==> config.mk <==
export PLATFORM = sky130hd
export DESIGN_NAME = alt_sequence_generator
export DESIGN_NICKNAME = d
export VERILOG_FILES = /design/src/rtl/alt_sequence_generator.sv
export SDC_FILE = /design/constraint.sdc
export NUM_CORES = 1
export LEC_CHECK = 0
export BUFFER_PORTS_ARGS = -buffer_cell sky130_fd_sc_hd__buf_2
export CAP_MARGIN = 40
export CORE_UTILIZATION = 53
export CTS_BUF_LIST = sky130_fd_sc_hd__clkbuf_8 sky130_fd_sc_hd__clkbuf_16
export DETAILED_ROUTE_END_ITERATION = 12
export PLACE_DENSITY = 0.81
export SYNTH_ARGS = -nofsm -noshare
export SYNTH_HDL_FRONTEND = slang
export SYNTH_SLANG_ARGS = --single-unit
==> constraint.sdc <==
create_clock -name clock -period 4.3 [get_ports clock]
set_input_delay 0.215 -clock clock [delete_from_list [all_inputs] [get_ports clock]]
set_output_delay 0.215 -clock clock [all_outputs]
set_load 0.02 [all_outputs]
==> src/rtl/alt_sequence_generator.sv <==
// Transmit side of the alternating-sequence link: emits 00,01,10 / 11,01,10
// sequences in strict alternation under a valid/ready handshake.
module alt_sequence_generator #(
  parameter int GAP = 0,
  parameter int CW  = 4
) (
  input  logic          clock,
  input  logic          reset,
  input  logic          start,
  input  logic [CW-1:0] len,
  input  logic          ready,
  output logic [1:0]    x1_x0,
  output logic          valid,
  output logic          busy,
  output logic          done,
  output logic [CW-1:0] sent
);

  typedef enum logic [2:0] {IDLE, S0, S1, S2, GAPW} state_t;

  localparam logic [3:0] GAP_INIT = 4'(GAP);

  state_t        state, state_nxt;
  logic          parity;
  logic [CW-1:0] remaining;
  logic [3:0]    gap_cnt;
  logic          launch;
  logic          seq_done;
  logic          last_seq;

  assign last_seq = (remaining == CW'(1));

  always_ff @(posedge clock) begin
    if (reset) state <= IDLE;
    else       state <= state_nxt;
  end

  always_comb begin
    state_nxt = state;
    launch    = 1'b0;
    seq_done  = 1'b0;
    case (state)
      IDLE: begin
        if (start && (len != '0)) begin
          state_nxt = S0;
          launch    = 1'b1;
        end
      end
      S0: if (ready) state_nxt = S1;
      S1: if (ready) state_nxt = S2;
      S2: begin
        if (ready) begin
          seq_done = 1'b1;
          if (last_seq)      state_nxt = IDLE;
          else if (GAP == 0) state_nxt = S0;
          else               state_nxt = GAPW;
        end
      end
      GAPW: if (gap_cnt <= 4'd1) state_nxt = S0;
      default: state_nxt = IDLE;
    endcase
  end

  // Outputs decode registered state only; 01 is the idle filler symbol.
  always_comb begin
    valid = (state == S0) || (state == S1) || (state == S2);
    busy  = (state != IDLE);
    x1_x0 = 2'b01;
    if (state == S0)      x1_x0 = {parity, parity};
    else if (state == S2) x1_x0 = 2'b10;
  end

  always_ff @(posedge clock) begin
    if (reset) begin
      parity    <= 1'b0;
      remaining <= '0;
      sent      <= '0;
      done      <= 1'b0;
      gap_cnt   <= '0;
    end else begin
      done <= seq_done && last_seq;
      if (launch) remaining <= len;
      if (seq_done) begin
        sent      <= sent + CW'(1);
        parity    <= ~parity;
        remaining <= remaining - CW'(1);
        gap_cnt   <= GAP_INIT;
      end else if (state == GAPW) begin
        gap_cnt <= gap_cnt - 4'd1;
      end
    end
  end

endmodule
==> run_results.csv <==
group,metric,value,unit
pwr,p_seq_share,29.9,%
pwr,vdd_drop_max,0.386,mV
die,start_util,57.7,%
synth,syn-num-nets,98,
sta,finalClockSkew,0.000958,ns
synth,yosysWarnings,0,
pwr,power.switching,0.000198,W
pwr,cell_internal_pwr,0.000306,W
routing,ant_nets,0,
sta,tightestPinTransition,0.346,ns
synth,post-synth-top-count-cell,"dfxtp_1",
setup_path,end_kind,"output pin",
pwr,p_per_area,557,nW/um^2
routing,top_layer,"met4",
clocking,cts.htree.levels,1,
die,dieArea,1610,sq um
routing,first_iter_violations,10,
synth,synth-edff-count,0,
pwr,power_frac_comb,45.3,%
routing,drc_errors,0,
sta,rsz0062_at_grt,"false",
routing,wl,1.61,mm
routing,num_vias,662,
routing,drt_pass1_iterations,4,
clocking,cts_resized,0,
synth,netlist_area,769,sq um
clocking,clk_path_buf_depth,2,
layout,insertedDiodeCount,0,
clocking,cts_buffers,3,
clocking,numClockSinks,12,
synth,yosysSeqAreaShare,31.2,%
die,die_h,40.1,microns
synth,synthCells,82,
sta,relSlewSlack,77.0,%
synth,synthFlopType,"dfxtp_1",
synth,synth_mux_area_share,5.37,%
pwr,power,0.000503,W
layout,synthToLayoutAreaGrowth,17.4,%
flow_run,cap_violations,0,
synth,synth-seq-cells,12,
placed_design,place_congestion,0.780,
synth,synth-simple-area-share,22.1,%
synth,synth.area.top_cells,"dfxtp_1 31%, ha_1 13%, mux2i_1 3.9%",
setup_path,critical_path_class,"reg2out",
routing,wirelength_met1,706,microns
sta,setup_viol,0,
placed_design,dp_hpwl,1.23,mm
die,die_w,40.1,microns
global_route,grt_start_max_net_pins,15,
routing,avgRoutedWirePerCell,14.1,microns
synth,synth_top_area_share,31.2,%
global_route,overflow,0,
synth,synth_compound_area_share,18.4,%
run_status,status,"complete, no violations",
die,pin_count,17,
synth,avgSynthCellArea,9.38,sq um
die,core,1330,sq um
setup_path,cp-start-kind,"flop",
clocking,root_buffer,"clkbuf_8",
sta,max_freq,605,MHz
setup_path,crit_fanout,4,
sta,fin_crit_sh,38.5,%
routing,met2_length,808,microns
sta,fin_crit,1.65,ns
clocking,clk_latency,0.24,ns
layout,fillers,119,
pwr,clkPwrFrac,24.8,%
setup_path,arrival,1.44,ns
layout,fin_area,903,sq um
clocking,clkTransAtPathRegs,0.05,ns
routing,wl_met3,68,microns
clocking,cts_tree,"done",
layout,drive_above_1_share,26.3,%
synth,synth_cell_types,40,
synth,synthArstFlopShare,0,%
synth,synth_top_family_by_area,"simple AND/OR/NAND/NOR gates",
global_route,grt_pass1_vias,572,
synth,synth_fa_ha_area_share,13.0,%
pwr,power_switching_share,39.3,%
layout,finalNetCount,116,
sta,hold_slack,0.309,ns
routing,drt-vias-per-instance,5.81,
sta,finalHoldViolations,0,
global_route,grt_util_all_layers,23.4,%
worst_hold_path,hp-class,"in2reg",
pwr,p_leak,0.393,nW
global_route,grt_pass1_wl,2.44,mm
synth,synth_xor_area_share,3.41,%
setup_path,worstPathRequired,4.09,ns
global_route,antenna_found_initial,0,
sta,drv_slew,0,
placed_design,dpl_cell_area,848,sq um
synth,yosysTopAreaCell,"dfxtp_1",
synth,yosys-top-cells-count,"12 x dfxtp_1, 8 x ha_1, 8 x inv_1",
clocking,postCtsSetupBuffers,0,
clocking,hold_buffers,0,
placed_design,io_buffers,16,
die,row_count,13,
sta,setup_tns,0,ns
==> cell type report <==
cell class                 instances  area [sq um]  share of cell area (%)
inverter                           8          30.0                    3.32
clock buffer                       4          55.1                    6.09
tap                               15          18.8                    2.08
timing repair buffer              16          80.1                    8.86
multi-input combinational         59           479                    53.0
sequential                        12           240                    26.6
==> through the flow <==
stage          cells  util, %  setup slack (ns)
4_1_cts          114     67.7              2.63
3_3_place_gp     110     63.6              2.87
2_1_floorplan     82        -              2.93
3_5_place_dp     110     63.6              2.77
6_report         114     67.7              2.65
5_1_grt          114     67.7              2.59
==> critical path, cell delays in order (launching register included) <==
cell	delay, ns
dfxtp_1	0.33
inv_1	0.11
ha_1	0.24
mux2_2	0.35
buf_2	0.16
==> kinds of logic (layout without fill, tap and decap cells) <==
| kind of cell | Yosys count | in the layout |
|---|---|---|
| AO/OA/AOI/OAI | 18 | 18 |
| XOR/XNOR | 3 | 3 |
| adder cells (fa/ha/maj) | 8 | 8 |
| buffers and inverters | 11 | 28 |
| flip-flops | 12 | 12 |
| multiplexers | 4 | 4 |
| AND/OR/NAND/NOR | 26 | 26 |
==> sequential cells by signal, summed over array words and instances, names as in the netlist <==
signal and count:
sent 4, state 2, done 1, remaining 4, parity 1
==> metal layers <==
metal | global-route usage (%) | vias to the layer above
met5 | 0 | -
met4 | 7.76 | 0
met3 | 8.33 | 4
met2 | 42.3 | 15
met1 | 24.8 | 311
li1 | - | 332
==> cell usage in the layout, fill, tap and decap left out, types with 2 or more instances in the layout <==
cell type,instances
nand2_1,5
a31oi_1,2
nand3_1,2
buf_2,16
clkbuf_8,4
ha_1,8
xnor2_1,2
mux2i_1,3
nor2b_1,2
a21oi_1,2
o211ai_1,2
nand4_1,2
dfxtp_1,12
inv_1,8
nor2_1,4
o21ai_0,2
==> path summary, 6_finish.rpt <==
kind / from / end / slack (ns) / cells after the start
setup reg to reg: state[1] / remaining[1] / 2.74 / 4
hold / removal: len[2] / remaining[2] / 0.31 / 3
setup / recovery: state[1] / x1_x0[1] / 2.65 / 4
hold reg to reg: remaining[3] / done / 0.50 / 1
==> power groups by stage <==
stage	logic, W	clock network [W]	registers, W
detailed placement	0.000228	0	0.000153
CTS	0.000229	0.000126	0.000151
global placement	0.000219	0	0.000151
floorplan	0.000171	0	0.000149
finish	0.000228	0.000125	0.000150
global route	0.000248	0.000132	0.000154
(Power assumes the default switching activity.)
